**config.mk**
```make
export PLATFORM = sky130hd
export DESIGN_NAME = apb_regfile_slave
export DESIGN_NICKNAME = d
export VERILOG_FILES = /design/src/rtl/apb_pkg.sv /design/src/rtl/apb_wait_counter.sv /design/src/rtl/apb_regfile_slave.sv
export SDC_FILE = /design/constraint.sdc
export NUM_CORES = 1
export LEC_CHECK = 0
export BUFFER_PORTS_ARGS = -buffer_cell sky130_fd_sc_hd__buf_4
export CORE_ASPECT_RATIO = 1.2
export CORE_MARGIN = 1.5
export CORE_UTILIZATION = 50
export CTS_BUF_LIST = sky130_fd_sc_hd__clkbuf_2 sky130_fd_sc_hd__clkbuf_4 sky130_fd_sc_hd__clkbuf_8
export CTS_CLUSTER_DIAMETER = 200
export DETAILED_ROUTE_END_ITERATION = 7
export MAX_ROUTING_LAYER = met4
export PLACE_DENSITY = 0.68
export SYNTH_ARGS = -nofsm -noshare
export SYNTH_HDL_FRONTEND = slang
export SYNTH_SLANG_ARGS = --single-unit
```
**constraint.sdc**
```tcl
create_clock -name PCLK -period 4.5 [get_ports PCLK]
set_input_delay 0.675 -clock PCLK [delete_from_list [all_inputs] [get_ports PCLK]]
set_output_delay 0.675 -clock PCLK [all_outputs]
set_load 0.02 [all_outputs]
```
**src/rtl/apb_pkg.sv**
```systemverilog
// Shared definitions for the APB register-file slave: FSM state encoding,
// wait-counter width and the byte-lane helper.
package apb_pkg;

  typedef enum logic [1:0] {
    StIdle,
    StSetup,
    StWait,
    StDone
  } apb_state_e;

  // Wide enough for the largest wait-state count (15)
  localparam int unsigned WaitCntW = 4;

  // Number of low address bits that select a byte within one data word
  function automatic int unsigned addr_lsbs(input int unsigned data_w);
    return $clog2(data_w / 8);
  endfunction

endpackage

```
**src/rtl/apb_wait_counter.sv**
```systemverilog
// Down-counter that times the PREADY-low cycles of one APB access.
// o_done flags the last wait cycle so the FSM can move to DONE on that edge.
module apb_wait_counter #(
  parameter int unsigned CNT_W = 4
) (
  input  logic             i_clk,
  input  logic             i_rst,
  input  logic             i_load,
  input  logic [CNT_W-1:0] i_load_val,
  input  logic             i_en,
  output logic             o_done
);

  logic [CNT_W-1:0] r_cnt;

  // Reload on every new access, otherwise count down while waiting
  always_ff @(posedge i_clk) begin
    if (i_rst) begin
      r_cnt <= '0;
    end else if (i_load) begin
      r_cnt <= i_load_val;
    end else if (i_en && (r_cnt != '0)) begin
      r_cnt <= r_cnt - 1'b1;
    end
  end

  assign o_done = (r_cnt == CNT_W'(1));

endmodule

```
**src/rtl/apb_regfile_slave.sv**
```systemverilog
// APB slave exposing NUM_REGS DATA_W-bit registers with byte strobes,
// configurable wait states and an error response for bad addresses.
// SETUP is the bus setup phase; it is recognised combinationally from
// PSEL & !PENABLE so the access phase lasts exactly WAIT_CYCLES+1 cycles.
module apb_regfile_slave
  import apb_pkg::*;
#(
  parameter int unsigned        DATA_W      = 32,
  parameter int unsigned        ADDR_W      = 32,
  parameter int unsigned        NUM_REGS    = 8,
  parameter int unsigned        WAIT_CYCLES = 1,
  parameter logic [ADDR_W-1:0]  BASE_ADDR   = '0
) (
  input  logic                PCLK,
  input  logic                PRESET,
  input  logic                PSEL,
  input  logic                PENABLE,
  input  logic                PWRITE,
  input  logic [ADDR_W-1:0]   PRWADDR,
  input  logic [DATA_W-1:0]   PRWDATA,
  input  logic [DATA_W/8-1:0] PSTRB,
  output logic [DATA_W-1:0]   PRWDATA1,
  output logic                PREADY,
  output logic                PSLVERR
);

  localparam int unsigned       Lsb     = addr_lsbs(DATA_W);
  localparam int unsigned       NumB    = DATA_W / 8;
  localparam int unsigned       IdxW    = (NUM_REGS > 1) ? $clog2(NUM_REGS) : 1;
  localparam logic [ADDR_W-1:0] LsbMask = ADDR_W'((1 << Lsb) - 1);

  apb_state_e        r_state;
  apb_state_e        w_cur;
  apb_state_e        w_next;
  logic [DATA_W-1:0] r_mem [NUM_REGS];
  logic [IdxW-1:0]   r_idx;
  logic              r_err;
  logic              r_write;
  logic              r_ready;
  logic              r_slverr;
  logic [DATA_W-1:0] r_rdata;

  logic [ADDR_W-1:0] w_off;
  logic [ADDR_W-1:0] w_idx_full;
  logic [IdxW-1:0]   w_dec_idx;
  logic              w_dec_err;
  logic [IdxW-1:0]   w_fin_idx;
  logic              w_fin_err;
  logic              w_fin_write;
  logic              w_load;
  logic              w_cnt_en;
  logic              w_cnt_done;

  // Address decode of the bus address currently presented
  always_comb begin
    w_off      = PRWADDR - BASE_ADDR;
    w_idx_full = w_off >> Lsb;
    w_dec_idx  = w_idx_full[IdxW-1:0];
    w_dec_err  = (PRWADDR < BASE_ADDR) || ((w_off & LsbMask) != '0) ||
                 (w_idx_full >= ADDR_W'(NUM_REGS));
  end

  // Current phase, next state and the access attributes used on entry to DONE
  always_comb begin
    w_cur = r_state;
    if ((r_state == StIdle || r_state == StDone) && PSEL && !PENABLE) begin
      w_cur = StSetup;
    end
    w_next = StIdle;
    unique case (w_cur)
      StIdle:  w_next = StIdle;
      StSetup: w_next = (WAIT_CYCLES > 0) ? StWait : StDone;
      StWait: begin
        if (!PSEL)           w_next = StIdle;
        else if (w_cnt_done) w_next = StDone;
        else                 w_next = StWait;
      end
      StDone:  w_next = StIdle;
      default: w_next = StIdle;
    endcase
    // With zero wait states DONE follows SETUP directly, before r_idx is latched
    w_fin_idx   = (w_cur == StSetup) ? w_dec_idx : r_idx;
    w_fin_err   = (w_cur == StSetup) ? w_dec_err : r_err;
    w_fin_write = (w_cur == StSetup) ? PWRITE    : r_write;
    w_load      = (w_cur == StSetup) && (w_next == StWait);
    w_cnt_en    = (r_state == StWait);
  end

  apb_wait_counter #(
    .CNT_W (WaitCntW)
  ) u_wait_counter (
    .i_clk      (PCLK),
    .i_rst      (PRESET),
    .i_load     (w_load),
    .i_load_val (WaitCntW'(WAIT_CYCLES)),
    .i_en       (w_cnt_en),
    .o_done     (w_cnt_done)
  );

  // FSM state, latched access attributes and registered bus responses
  always_ff @(posedge PCLK) begin
    if (PRESET) begin
      r_state  <= StIdle;
      r_idx    <= '0;
      r_err    <= 1'b0;
      r_write  <= 1'b0;
      r_ready  <= 1'b0;
      r_slverr <= 1'b0;
      r_rdata  <= '0;
    end else begin
      r_state <= w_next;
      if (w_cur == StSetup) begin
        r_idx   <= w_dec_idx;
        r_err   <= w_dec_err;
        r_write <= PWRITE;
      end
      r_ready  <= (w_next == StDone);
      r_slverr <= (w_next == StDone) && w_fin_err;
      r_rdata  <= ((w_next == StDone) && !w_fin_err && !w_fin_write) ? r_mem[w_fin_idx] : '0;
    end
  end

  // Register file: byte-strobed write committed on the DONE edge
  always_ff @(posedge PCLK) begin
    if (PRESET) begin
      for (int i = 0; i < NUM_REGS; i++) r_mem[i] <= '0;
    end else if ((r_state == StDone) && r_write && !r_err) begin
      for (int b = 0; b < NumB; b++) begin
        if (PSTRB[b]) r_mem[r_idx][8*b +: 8] <= PRWDATA[8*b +: 8];
      end
    end
  end

  assign PREADY   = r_ready;
  assign PSLVERR  = r_slverr;
  assign PRWDATA1 = r_rdata;

endmodule

```
## Yosys cells after proc, flatten, opt, wreduce, memory -nomap -nowiden

Memories as Yosys holds them, arrays and structs flattened. A register that Yosys moved wholly into a read port is not among the register bits.
Index checks and enable logic that the tools add are counted.

| operators by class | value |
|---|---|
| $add $sub $neg | 1 |
| $lt $le $gt $ge | 2 |
| equal/unequal tests | 8 |
| multiplexer cells | 30 |
| bitwise logic cells | 1 |
| reductions and logical operators | 25 |

Operators with widths:

| operator | count |
|---|---|
| $lt A32 B1 Y1 const B | 1 |
| $mux W32 | 1 |
| $reduce_bool A32 Y1 | 1 |
| $reduce_or A32 Y1 | 1 |
| $ge A30 B4 Y1 const B | 1 |
| $mux W1 | 23 |
| $eq A2 B2 Y1 const B | 6 |
| $logic_and A1 B1 Y1 | 9 |
| $mux W3 | 2 |
| $pmux W2 S3 | 1 |
| $reduce_or A2 Y1 | 3 |
| $eq A4 B1 Y1 const B | 1 |
| $logic_not A1 Y1 | 4 |
| $logic_not A2 Y1 | 2 |
| $mux W2 | 2 |
| $mux W4 | 1 |
| $reduce_bool A4 Y1 | 1 |
| $sub A4 B1 Y4 const B | 1 |
| $logic_or A1 B1 Y1 | 3 |
| $eq A2 B1 Y1 const B | 1 |
| $reduce_bool A2 Y1 | 1 |
| $not A1 Y1 | 1 |

| word-level totals | value |
|---|---|
| bits in registers | 13 |
| bits in writable memories | 256 |
| output and inout port bits | 34 |
| word-level logic and storage cells | 76 |
| memories kept | 1 |

Memory list:

| memory | words | width | rd ports | clocked after Yosys merged registers in | write ports | line | text |
|---|---|---|---|---|---|---|---|
| r_mem | 8 | 32 | 1 | 1 | 8 | apb_regfile_slave.sv:35 | `logic [DATA_W-1:0] r_mem [NUM_REGS];` |

## Logic depth before layout (Yosys ltp)

| logic depth | value |
|---|---|
| word-level depth | 13 |
| depth in mapped cells | 11 |
| gate-level depth less buffers | 8 |

## Modules after synthesis

Synthesis repeated with hierarchy kept, for this count alone.

| second synthesis, totals | value |
|---|---|
| cell total of the unflattened synthesis | 1081 |
| area, all modules | 13334.0 um2 |

Modules (own cells, without submodules):

| module | instances | cells each | area each (um2) | sequential area each (um2) |
|---|---|---|---|---|
| apb_regfile_slave | 1 | 1048 | 13047.5 | 8508.2 |
| apb_wait_counter | 1 | 33 | 286.5 | 80.1 |

## Least setup slack after synthesis

Ideal clock, no wire load.

| path | value |
|---|---|
| path type | input -> register |
| start | input port PRWADDR[25] |
| end | register r_rdata[15], in the netlist PRWDATA1[15] (read register of r_mem) |
| arrival | 2.191 ns |
| data required time | 4.440 ns |
| path slack | 2.249 ns |
| cell stages on the path | 7 |
| path through | or4_4 nor4_2 nand4_1 o22ai_2 nor3b_4 buf_6 a32o_1 |

| between the ends | value |
|---|---|
| cells in the longest elaborated chain, start to end | 9 |
| elaborated cells on any way between the ends | 10 |

RTL lines:

| item | line | text |
|---|---|---|
| start, declared | apb_regfile_slave.sv:19 | `input logic [ADDR_W-1:0] PRWADDR,` |
| $lt A32 B1 Y1 | apb_regfile_slave.sv:59 | `w_dec_err = (PRWADDR < BASE_ADDR) \|\| ((w_off & LsbMask) != '0) \|\|` |
| $logic_or A1 B1 Y1 | apb_regfile_slave.sv:59 |  |
| $logic_or A1 B1 Y1 * | apb_regfile_slave.sv:59 |  |
| $mux W1 * | -- |  |
| $logic_not A1 Y1 * | apb_regfile_slave.sv:119 | `r_rdata <= ((w_next == StDone) && !w_fin_err && !w_fin_write) ? r_mem[w_fin_idx] : '0;` |
| $logic_and A1 B1 Y1 * (2 in a row) | apb_regfile_slave.sv:119 |  |
| $not A1 Y1 (no line) * | -- |  |
| $reduce_or A2 Y1 (no line) * | -- |  |
| end, declared | apb_regfile_slave.sv:41 | `logic [DATA_W-1:0] r_rdata;` |

Every way passes the cells marked *; elsewhere a longest branch is shown, timed or not.
A chain may end at the register's enable or synchronous reset.

## Worst setup path after layout

| path | value |
|---|---|
| start | register r_state[0] |
| end | register r_rdata[12], in the netlist PRWDATA1[12] (read register of r_mem) |

| between the ends | value |
|---|---|
| cells in the longest elaborated chain, start to end | 13 |
| elaborated cells on any way between the ends | 22 |

RTL lines:

| item | line | text |
|---|---|---|
| start, declared | apb_regfile_slave.sv:32 | `apb_state_e r_state;` |
| start signal, assigned | apb_regfile_slave.sv:103 | `r_state <= StIdle;` |
| start signal, assigned | apb_regfile_slave.sv:111 | `r_state <= w_next;` |
| $eq A2 B2 Y1 / $logic_not A2 Y1 (equally long branches) | apb_regfile_slave.sv:66 | `if ((r_state == StIdle \|\| r_state == StDone) && PSEL && !PENABLE) begin` |
| $logic_or A1 B1 Y1 | apb_regfile_slave.sv:66 |  |
| $logic_and A1 B1 Y1 (2 in a row) | apb_regfile_slave.sv:66 |  |
| $mux W2 * | apb_regfile_slave.sv:66 |  |
| $eq A2 B2 Y1 / $logic_not A2 Y1 (equally long branches) | apb_regfile_slave.sv:70 | `unique case (w_cur)` |
| $reduce_or A2 Y1 (no line) | -- |  |
| $pmux W2 S3 | apb_regfile_slave.sv:70 |  |
| $eq A2 B2 Y1 | apb_regfile_slave.sv:119 |  |
| $logic_and A1 B1 Y1 (2 in a row) | apb_regfile_slave.sv:119 |  |
| $not A1 Y1 (no line) | -- |  |
| $reduce_or A2 Y1 (no line) | -- |  |

Marked as above.

==> impl_metrics.env <==
export IMPL_period_needed_ps=2990
export IMPL_clockRootBuffer="clkbuf_8"
export IMPL_maxCapViolations=0
export IMPL_cts_buffers=47
export IMPL_cts_buffer_depth=3
export IMPL_viasPerCell=5.53
export IMPL_fin_nets=1256
export IMPL_syn_nets=1145
export IMPL_syn_avg_cell_area_um2=12.4
export IMPL_ant_nets=0
export IMPL_totalWireLength_mm=30.3
export IMPL_syn_inst=1068
export IMPL_grt_pass1_wl_mm=47.3
export IMPL_rows=65
export IMPL_timing_fmax_mhz=335
export IMPL_gp_congestion=0.791
export IMPL_place_area_um2=14300
export IMPL_vias=8579
export IMPL_core_area_um2=26200
export IMPL_slew_viol_final=0
export IMPL_synth_top_cell_area_share_pct=58.1
export IMPL_fin_area_um2=15200
export IMPL_synth_commonest_cells="and2_1, edfxtp_1, nand2_1"
export IMPL_power_density_nw_per_um2=379
export IMPL_grt_usage_pct=23.4
export IMPL_worstMarginPinSlew_ps=841
export IMPL_vdd_drop_max_v=0.000202
export IMPL_route_detailed_drc=0
export IMPL_drive_gt1_share_pct=19.4
export IMPL_cp_startpoint="r_state[0]"
export IMPL_place_hpwl_mm=19.2
export IMPL_cts_tree="yes"
export IMPL_floorplan_initialDensity_pct=50.5
export IMPL_synth_seq_cells=301
export IMPL_power_frac_comb_pct=7.1
export IMPL_die_w_um=152
export IMPL_yosysTopAreaCell="edfxtp_1"
export IMPL_p_int_mw=4.44
export IMPL_skew_ps=18.2
export IMPL_worstPathMaxFanout=57
export IMPL_reg2reg_slack_ps=1510
export IMPL_setup_tns_ps=0
export IMPL_power_leakage_nw=5.80
export IMPL_area_growth_pct=15.2
export IMPL_port_buffers=106
export IMPL_hold_viol=0
export IMPL_r2r_start="r_state[0]"
export IMPL_relSlewSlack_pct=44.0
export IMPL_grt_pass1_vias=8708
export IMPL_hold_path_class="primary input to register"
export IMPL_hold_start="PWRITE"
export IMPL_synthFlopType="edfxtp_1"
export IMPL_synth_edf_count=256
export IMPL_switchingPower_mw=1.34
export IMPL_cp_data_required_time_ps=4950
export IMPL_p_seq_share_pct=54.1
export IMPL_die_area_um2=27500
export IMPL_clk_pin_slew_ps=60
export IMPL_yosysSeqAreaShare_pct=64.9
export IMPL_synth_warnings=0
export IMPL_die_height_um=181
export IMPL_crit_arrival_ps=3440
export IMPL_ioPinCount=107
export IMPL_post_synth_num_cell_types=45
export IMPL_critPathLaunchType="register"
export IMPL_async_reset_ff_share_pct=0
export IMPL_antenna_found_initial=0
export IMPL_grt_max_degree=66
export IMPL_syn_area_um2=13200
export IMPL_synth_area_leaders="edfxtp_1, and2_1, dfxtp_1"
export IMPL_switching_share_pct=23.1
export IMPL_critPathKind="register to register"
export IMPL_h_tree_depth=2
export IMPL_status="completed"
export IMPL_cts_sinks=301
export IMPL_first_pass_iters=5
export IMPL_endpoint_kind="register"
export IMPL_n_antenna_cell=0
export IMPL_clock_latency_ps=570
export IMPL_cts_resized=0
export IMPL_post_cts_buffers=0
export IMPL_fin_crit_sh_pct=66.4
export IMPL_drtIter0Drc=556
export IMPL_postCtsHoldBufs=0
export IMPL_clock_power_share_pct=38.8
export IMPL_rsz0062_at_grt="false"
export IMPL_synth_most_common_cell="and2_1"
export IMPL_gr_total_overflow=0
export IMPL_wire_per_inst_um=19.5
export IMPL_finalSetupViolations=0
## sequential cells by signal (all words and copies together) (netlist names)
register / flops
r_mem: 256
PRWDATA1: 32
u_wait_counter.r_cnt: 4
r_idx: 3
r_state: 2
PREADY: 1
PSLVERR: 1
r_err: 1
r_write: 1
## cell usage in the layout, fill, tap and decap left out, types with 4 or more instances in the layout
cell type and count:
clkinv_1 10, ha_1 4, a22oi_1 47, nand2_1 123, mux2i_1 49, nor3_1 4
a22o_1 15, inv_1 4, nand3b_1 4, buf_4 111, clkbuf_8 51, nand3_1 19
and2_1 256, nor4_1 4, or2_2 32, a32o_1 17, edfxtp_1 256, dfxtp_1 45
a21oi_1 66, clkinv_2 5, nor2_1 41, clkbuf_4 18
## critical path: stages (launching register included)
cell,delay (ps)
dfxtp_1,370
inv_1,80
ha_1,330
nand3b_1,160
nand3_1,150
nand2_4,630
buf_4,490
mux2i_1,250
a22oi_1,110
a32o_1,230
## cell families after synthesis
family	share of synthesized area, %
compound gates	7.76
xor+xnor	0.199
fa+ha+maj	0.378
buf+inv	1.98
flops	64.9
mux	3.78
simple gates	21.0
## per-stage QoR
step                setup slack (ps)  util (%)  total power [mW]  hold slack (ps)  std cells
finish                          1510      58.2              5.78              407       1552
detailed placement              1470      54.7              3.60              511       1465
global placement                1530      54.7              3.59              509       1465
floorplan                       2250         -              3.42              485       1068
CTS                             1510      58.2              5.81              379       1552
global route                    1290      58.2              5.98              437       1552
## path summary, 6_finish.rpt
| kind | to | cells after the start |
|---|---|---|
| hold / removal | r_write | 3 |
| hold reg to reg | u_wait_counter.r_cnt[1] | 2 |
| setup / recovery | PRWDATA1[12] | 9 |
| setup reg to reg | PRWDATA1[12] | 9 |
## area by class of cell
| cell class | instances | area (um2) |
|---|---|---|
| Fill cell | 2176 | 10900 |
| Sequential cell | 301 | 8590 |
| Multi-Input combinational cell | 711 | 4400 |
| Timing Repair Buffer | 114 | 893 |
| Clock buffer | 69 | 837 |
| Tap cell | 335 | 419 |
| Clock inverter | 18 | 85.1 |
| Inverter | 4 | 15.0 |
## routing by layer
layer	vias up	global-route usage, %	part of all wire, %
li1	4050	-	-
met1	4194	29.7	42
met2	271	38.3	50
met3	64	3.43	5.4
met4	0	8.38	2.4
met5	-	-	0
## power groups by stage
stage	Combinational, mW	Clock [mW]	Sequential, mW
floorplan	0.248	0	3.17
global placement	0.409	0	3.18
detailed placement	0.415	0	3.18
CTS	0.416	2.27	3.12
global route	0.451	2.39	3.13
finish	0.412	2.24	3.12
(Power assumes the default switching activity.)
